File: src/rtl/hazard_flush_unit_pkg.sv
// Shared opcode constants, FSM state encodings and register-match helper for the
// hazard/flush unit and the control unit.
package hazard_flush_unit_pkg;

  localparam logic [5:0] OP_R   = 6'b000000;
  localparam logic [5:0] OP_J   = 6'b000010;
  localparam logic [5:0] OP_LW  = 6'b100011;
  localparam logic [5:0] OP_SW  = 6'b101011;
  localparam logic [5:0] OP_BEQ = 6'b000100;

  typedef enum logic [0:0] {
    ST_RUN    = 1'b0,
    ST_STALL1 = 1'b1
  } fsm_state_t;

  function automatic logic op_uses_rt(input logic [5:0] op);
    return (op == OP_R) || (op == OP_SW) || (op == OP_BEQ);
  endfunction

  // $0 is hard-wired, so a write to it never creates a dependency.
  function automatic logic reg_match(input logic [4:0] dst, input logic [4:0] rs,
                                     input logic [4:0] rt, input logic rt_used);
    return (dst != 5'd0) && ((dst == rs) || (rt_used && (dst == rt)));
  endfunction

endpackage

File: src/rtl/hazard_flush_unit_if.sv
// Pipeline-side bundle of the hazard/flush unit: ID/EX/MEM hazard inputs in,
// stall/flush controls and event counters out.
interface hazard_flush_unit_if #(
  parameter int CNT_W = 16
);
  logic [5:0]       ifid_op;
  logic [4:0]       ifid_rs;
  logic [4:0]       ifid_rt;
  logic             br_taken;
  logic             idex_memread;
  logic             idex_regwrite;
  logic [4:0]       idex_dst;
  logic             exmem_memread;
  logic [4:0]       exmem_dst;
  logic             ext_flush;
  logic             pc_write;
  logic             ifid_write;
  logic             flag;
  logic             if_flush;
  logic             id_flush;
  logic [CNT_W-1:0] stall_cnt;
  logic [CNT_W-1:0] flush_cnt;

  modport master (
    output ifid_op, ifid_rs, ifid_rt, br_taken, idex_memread, idex_regwrite,
           idex_dst, exmem_memread, exmem_dst, ext_flush,
    input  pc_write, ifid_write, flag, if_flush, id_flush, stall_cnt, flush_cnt
  );

  modport slave (
    input  ifid_op, ifid_rs, ifid_rt, br_taken, idex_memread, idex_regwrite,
           idex_dst, exmem_memread, exmem_dst, ext_flush,
    output pc_write, ifid_write, flag, if_flush, id_flush, stall_cnt, flush_cnt
  );
endinterface

File: src/rtl/hazard_flush_unit_sat_counter.sv
// Event counter that sticks at all-ones instead of wrapping.
module sat_counter #(
  parameter int CNT_W = 16
) (
  input  logic             clk,
  input  logic             reset,
  input  logic             inc,
  output logic [CNT_W-1:0] count
);

  always_ff @(posedge clk) begin
    if (reset) begin
      count <= {CNT_W{1'b0}};
    end else if (inc && (count != {CNT_W{1'b1}})) begin
      count <= count + CNT_W'(1);
    end else begin
      count <= count;
    end
  end

endmodule

File: src/rtl/hazard_flush_unit.sv
// Stall/flush control for a 5-stage pipeline with ID-stage branch resolution:
// load-use and branch-operand stalls, IF flush on taken branch/jump/external flush.
module hazard_flush_unit
  import hazard_flush_unit_pkg::*;
#(
  parameter int CNT_W = 16
) (
  input logic                clk,
  input logic                reset,
  hazard_flush_unit_if.slave hz
);

  logic       is_j;
  logic       is_beq;
  logic       ex_match;
  logic       mem_match;
  logic       lu;
  logic       b_alu;
  logic       b_ld_ex;
  logic       b_ld_mem;
  logic [1:0] req_len;
  logic       stall;
  logic       flush;
  fsm_state_t state;
  fsm_state_t state_next;

  always_comb begin
    is_j      = (hz.ifid_op == OP_J);
    is_beq    = (hz.ifid_op == OP_BEQ);
    ex_match  = reg_match(hz.idex_dst, hz.ifid_rs, hz.ifid_rt, op_uses_rt(hz.ifid_op));
    mem_match = reg_match(hz.exmem_dst, hz.ifid_rs, hz.ifid_rt, op_uses_rt(hz.ifid_op));
    lu        = hz.idex_memread & ex_match;
    b_alu     = is_beq & hz.idex_regwrite & ~hz.idex_memread & ex_match;
    b_ld_ex   = is_beq & hz.idex_memread & ex_match;
    b_ld_mem  = is_beq & hz.exmem_memread & mem_match;
    // A load feeding a branch from EX needs the extra cycle through MEM.
    if (b_ld_ex) begin
      req_len = 2'd2;
    end else if (lu | b_alu | b_ld_mem) begin
      req_len = 2'd1;
    end else begin
      req_len = 2'd0;
    end
  end

  always_ff @(posedge clk) begin
    if (reset) begin
      state <= ST_RUN;
    end else begin
      state <= state_next;
    end
  end

  always_comb begin
    state_next = ST_RUN;
    case (state)
      ST_RUN: begin
        if (hz.ext_flush) begin
          state_next = ST_RUN;
        end else if (req_len == 2'd2) begin
          state_next = ST_STALL1;
        end else begin
          state_next = ST_RUN;
        end
      end
      ST_STALL1: state_next = ST_RUN;
      default:   state_next = ST_RUN;
    endcase
  end

  // br_taken is meaningless during a stall, so branch flushes only fire on run cycles.
  always_comb begin
    stall = 1'b0;
    flush = 1'b0;
    if (reset) begin
      stall = 1'b0;
      flush = 1'b0;
    end else if (hz.ext_flush) begin
      flush = 1'b1;
    end else if ((state == ST_STALL1) || (req_len != 2'd0)) begin
      stall = 1'b1;
    end else begin
      flush = is_j | (is_beq & hz.br_taken);
    end
    hz.pc_write   = ~stall;
    hz.ifid_write = ~stall;
    hz.flag       = stall;
    hz.if_flush   = flush;
    hz.id_flush   = hz.ext_flush;
  end

  sat_counter #(.CNT_W(CNT_W)) u_stall_cnt (
    .clk   (clk),
    .reset (reset),
    .inc   (stall),
    .count (hz.stall_cnt)
  );

  sat_counter #(.CNT_W(CNT_W)) u_flush_cnt (
    .clk   (clk),
    .reset (reset),
    .inc   (flush),
    .count (hz.flush_cnt)
  );

endmodule

File: src/flat_wrapper.sv
// flat-port wrapper written by rule: the top's interface ports become plain ports
module hazard_flush_unit_flat import hazard_flush_unit_pkg::*;
#(
  parameter int CNT_W = 16
)
  (clk, reset, hz_ifid_op, hz_ifid_rs, hz_ifid_rt, hz_br_taken, hz_idex_memread, hz_idex_regwrite, hz_idex_dst, hz_exmem_memread, hz_exmem_dst, hz_ext_flush, hz_pc_write, hz_ifid_write, hz_flag, hz_if_flush, hz_id_flush, hz_stall_cnt, hz_flush_cnt);
  hazard_flush_unit_if #(.CNT_W(CNT_W)) hz_i ();
  input logic clk;
  input logic reset;
  input wire logic [$bits(hz_i.ifid_op)-1:0] hz_ifid_op;
  input wire logic [$bits(hz_i.ifid_rs)-1:0] hz_ifid_rs;
  input wire logic [$bits(hz_i.ifid_rt)-1:0] hz_ifid_rt;
  input wire logic [$bits(hz_i.br_taken)-1:0] hz_br_taken;
  input wire logic [$bits(hz_i.idex_memread)-1:0] hz_idex_memread;
  input wire logic [$bits(hz_i.idex_regwrite)-1:0] hz_idex_regwrite;
  input wire logic [$bits(hz_i.idex_dst)-1:0] hz_idex_dst;
  input wire logic [$bits(hz_i.exmem_memread)-1:0] hz_exmem_memread;
  input wire logic [$bits(hz_i.exmem_dst)-1:0] hz_exmem_dst;
  input wire logic [$bits(hz_i.ext_flush)-1:0] hz_ext_flush;
  output wire logic [$bits(hz_i.pc_write)-1:0] hz_pc_write;
  output wire logic [$bits(hz_i.ifid_write)-1:0] hz_ifid_write;
  output wire logic [$bits(hz_i.flag)-1:0] hz_flag;
  output wire logic [$bits(hz_i.if_flush)-1:0] hz_if_flush;
  output wire logic [$bits(hz_i.id_flush)-1:0] hz_id_flush;
  output wire logic [$bits(hz_i.stall_cnt)-1:0] hz_stall_cnt;
  output wire logic [$bits(hz_i.flush_cnt)-1:0] hz_flush_cnt;
  assign hz_i.ifid_op = hz_ifid_op;
  assign hz_i.ifid_rs = hz_ifid_rs;
  assign hz_i.ifid_rt = hz_ifid_rt;
  assign hz_i.br_taken = hz_br_taken;
  assign hz_i.idex_memread = hz_idex_memread;
  assign hz_i.idex_regwrite = hz_idex_regwrite;
  assign hz_i.idex_dst = hz_idex_dst;
  assign hz_i.exmem_memread = hz_exmem_memread;
  assign hz_i.exmem_dst = hz_exmem_dst;
  assign hz_i.ext_flush = hz_ext_flush;
  assign hz_pc_write = hz_i.pc_write;
  assign hz_ifid_write = hz_i.ifid_write;
  assign hz_flag = hz_i.flag;
  assign hz_if_flush = hz_i.if_flush;
  assign hz_id_flush = hz_i.id_flush;
  assign hz_stall_cnt = hz_i.stall_cnt;
  assign hz_flush_cnt = hz_i.flush_cnt;
  hazard_flush_unit #(.CNT_W(CNT_W)) u_core (.clk(clk), .reset(reset), .hz(hz_i));
endmodule
File: config.mk
export PLATFORM = sky130hd
export DESIGN_NAME = hazard_flush_unit_flat
export DESIGN_NICKNAME = d
export VERILOG_FILES = /design/src/rtl/hazard_flush_unit_pkg.sv /design/src/rtl/hazard_flush_unit_if.sv /design/src/rtl/hazard_flush_unit_sat_counter.sv /design/src/rtl/hazard_flush_unit.sv /design/src/flat_wrapper.sv
export SDC_FILE = /design/constraint.sdc
export NUM_CORES = 1
export LEC_CHECK = 0
export ABC_AREA = 1
export CORE_UTILIZATION = 50
export CTS_BUF_LIST = sky130_fd_sc_hd__clkbuf_8
export DETAILED_ROUTE_END_ITERATION = 12
export PLACE_DENSITY_LB_ADDON = 0.15
export SETUP_SLACK_MARGIN = 0.15
export SYNTH_ARGS = -nofsm -noshare
export SYNTH_HDL_FRONTEND = slang
export SYNTH_HIERARCHICAL = 1
export SYNTH_SLANG_ARGS = --single-unit
File: constraint.sdc
create_clock -name clk -period 3.5 [get_ports clk]
set_input_delay 0.35 -clock clk [delete_from_list [all_inputs] [get_ports clk]]
set_output_delay 0.35 -clock clk [all_outputs]
set_load 0.01 [all_outputs]
==> results.sh <==
export IMPL_gp_congestion=0.8339
export IMPL_reg2reg_slack_ns=1.80
export IMPL_synth_seq_cells=33
export IMPL_crit_path_end_kind="output pin"
export IMPL_place_hpwl_um=4527
export IMPL_clk_pin_slew_ns=0.06
export IMPL_wl_um=5640
export IMPL_cp_start_kind="input port"
export IMPL_p_int_uw=574.9
export IMPL_n_fill_cell=399
export IMPL_routedWlPerCell_um=10.62
export IMPL_worstPathArrival_ns=2.51
export IMPL_layout_common_cells="132 x nand2_1, 81 x nor2_1, 69 x clkdlybuf4s50_1"
export IMPL_cts_repair_resized=0
export IMPL_slew_headroom_pct=66.31
export IMPL_synth_area_per_cell_um2=5.890
export IMPL_clock_skew_ns=0.008166
export IMPL_worst_hold_path_num_cells=2
export IMPL_antenna_left=0
export IMPL_yosysWarnings=6
export IMPL_timing_rr_start="u_core/state"
export IMPL_worstPathMaxFanout=10
export IMPL_path_class="in2out"
export IMPL_die_area_mm2=0.005076
export IMPL_min_to="u_core/u_stall_cnt/count[7]"
export IMPL_netlist_area_mm2=0.002397
export IMPL_seqPwrFrac_pct=49.3
export IMPL_met2_length_um=2652
export IMPL_cap_violations=0
export IMPL_combPwrFrac_pct=15.4
export IMPL_top_layer_used="met4"
export IMPL_grt_overflow_total=0
export IMPL_vias_per_cell=4.917
export IMPL_final_hold_viol_count=0
export IMPL_area_growth_syn_to_layout_pct=33.61
export IMPL_drt_initial_drc_count=182
export IMPL_postCtsHoldBufs=0
export IMPL_initial_core_util_pct=53.58
export IMPL_cts_tree="built"
export IMPL_grt_max_degree=17
export IMPL_place_area_mm2=0.003120
export IMPL_diodes=0
export IMPL_cpPeakStageDelay_ns=0.64
export IMPL_failed_checks="design-rule violations"
export IMPL_min_from="u_core/u_stall_cnt/count[7]"
export IMPL_fp_row_count=24
export IMPL_crit_path_frequent_cell="nand2_1"
export IMPL_wl_met3_um=250
export IMPL_synth_net_count=442
export IMPL_hold_class="reg2reg"
export IMPL_cts_sinks=33
export IMPL_p_clk_share_pct=35.3
export IMPL_swShare_pct=25.32
export IMPL_cp_required_ns=3.15
export IMPL_io_pins=70
export IMPL_drive_gt1_share_pct=9.395
export IMPL_fmax_ghz=0.3498
export IMPL_syn_inst=407
export IMPL_synth_cell_types=27
export IMPL_finalSetupViolCount=0
export IMPL_routed_via_count=2611
export IMPL_synth_seq_area_share_pct=27.56
export IMPL_grt_pass1_vias=2344
export IMPL_die_w_um=71.25
export IMPL_drv_slew=0
export IMPL_clockBufferDepth=2
export IMPL_route_detailed_drc=3
export IMPL_nets=513
export IMPL_rr_worst_depth=8
export IMPL_cts_buffers=5
export IMPL_grt_first_pass_wirelength_um=9770
export IMPL_place_inst=523
export IMPL_grt_setup_unrepaired="false"
export IMPL_first_pass_iters=8
export IMPL_crit_chain="clkdlybuf4s50_1 > inv_2 > nand2_1 > nand2_1 > nor2_1 > nand2_1 > o21ai_2 > nand3_2 > a21oi_2 > clkdlybuf4s50_1"
export IMPL_outcome="finished, violations left"
export IMPL_post_cts_buffers=0
export IMPL_wirelength_met1_um=2691
export IMPL_antenna_found_initial=0
export IMPL_final_common_cell="nand2_1"
export IMPL_r2r_end="u_core/u_stall_cnt/count[13]"
export IMPL_cts_root_buf="clkbuf_8"
export IMPL_io_buffers=69
export IMPL_crit_slowest_cell="clkdlybuf4s50_1"
export IMPL_fin_crit_ns=2.859
export IMPL_switchingPower_uw=194.9
export IMPL_clock_latency_ns=0.28
export IMPL_p_per_area_mw_per_mm2=240.3
export IMPL_die_y_um=71.25
export IMPL_gr_usage_all_layers_pct=23.54
export IMPL_cts_max_level=2
export IMPL_final_area_mm2=0.003203
export IMPL_tns_ns=0
export IMPL_period_share_pct=81.69
export IMPL_stdcell_count=531
export IMPL_tightest_slew_ns=0.5048
export IMPL_coreArea_mm2=0.004474
export IMPL_cellLeakagePower_uw=0.001353
export IMPL_peakVddDrop_mv=0.1755
cell type report:
class                   instances  area, um2  share of cell area, %
inverters                      44      165.2                  5.156
clock buffers                   5      68.82                  2.148
flip-flops and latches         33      660.6                  20.63
multi-input cells             324       1531                  47.81
clock inverters                 3      13.76                 0.4297
well taps                      52      65.06                  2.031
repair buffers                 70      698.2                  21.80
per-stage QoR:
stage / power (uW) / hold slack [ns] / util (%) / setup slack, ns
6_report: 769.8 / 0.5298 / 71.59 / 0.6408
4_1_cts: 779.4 / 0.5364 / 71.59 / 0.6515
2_1_floorplan: 446.2 / 0.4806 / - / 1.428
3_3_place_gp: 503.9 / 0.5145 / 69.74 / 0.7157
5_1_grt: 809.1 / 0.5584 / 71.59 / 0.4329
3_5_place_dp: 506.5 / 0.5231 / 69.74 / 0.6617
routing by layer:
layer / track usage (%) / vias up
li1: - / 1400
met1: 30.10 / 1144
met2: 41.59 / 63
met3: 3.376 / 4
met4: 6.000 / 0
met5: 0 / -
state kept, by name (all words and copies together), names as in the netlist:
name and cells:
u_core/state 1, u_core/u_stall_cnt/count 16, u_core/u_flush_cnt/count 16
worst max-delay path: cells and delay by family:
kind | cells | cell delay, ns
buf+inv | 3 | 1.22
simple gates | 5 | 0.37
compound gates | 2 | 0.57
worst max path at each step:
stage | start | to | slack, ns | cells past startpoint
6_report | hz_idex_dst[4] | hz_flag | 0.64 | 10
5_1_grt | hz_ifid_op[1] | hz_flag | 0.43 | 7
4_1_cts | hz_idex_dst[4] | hz_flag | 0.65 | 10
3_5_place_dp | hz_ifid_op[1] | hz_flag | 0.66 | 7
3_3_place_gp | hz_idex_dst[4] | hz_flag | 0.72 | 10
2_1_floorplan | hz_exmem_dst[1] | u_core/u_flush_cnt/count[13] | 1.43 | 16
synth_stat cells:
cell type / instances / share of area, %
nor2_8: 2 / 1.7
nor2_4: 4 / 1.9
nand3_2: 1 / 0.42
inv_2: 1 / 0.16
nand4_1: 7 / 1.8
nand2_2: 4 / 1.0
nand2_1: 132 / 21
o21bai_2: 1 / 0.47
a21oi_1: 15 / 3.1
xor2_1: 4 / 1.5
a21oi_2: 2 / 0.73
xnor2_1: 6 / 2.2
o21ai_1: 1 / 0.21
nor4_1: 2 / 0.52
buf_4: 2 / 0.63
nor2_2: 21 / 5.5
dfxtp_1: 33 / 28
clkbuf_4: 2 / 0.63
inv_1: 43 / 6.7
nand3_1: 33 / 6.9
o22ai_1: 1 / 0.26
o21ai_2: 1 / 0.37
nor3_1: 2 / 0.42
ha_1: 2 / 1.0
buf_2: 2 / 0.42
or2_0: 2 / 0.52
nor2_1: 81 / 13
power by group through the flow:
stage               clock, uW  combinational [uW]  sequential, uW
finish                    271                 119             380
global route              297                 132             380
CTS                       281                 119             380
detailed placement          0                 118             388
global placement            0                 116             388
floorplan                   0                57.5             389
cells by family (layout without fill, tap and decap cells):
logic type	count (synthesis)	after routing	synth area share, %
DFF	33	33	27.56
buffers and inverters	50	122	8.559
AOI/OAI and AO/OA	21	21	5.167
and+or+nand+nor	291	291	54.02
adders and majority gates	2	2	1.044
xor gates and xnor gates	10	10	3.653
Power figures use the tool's default switching activity.
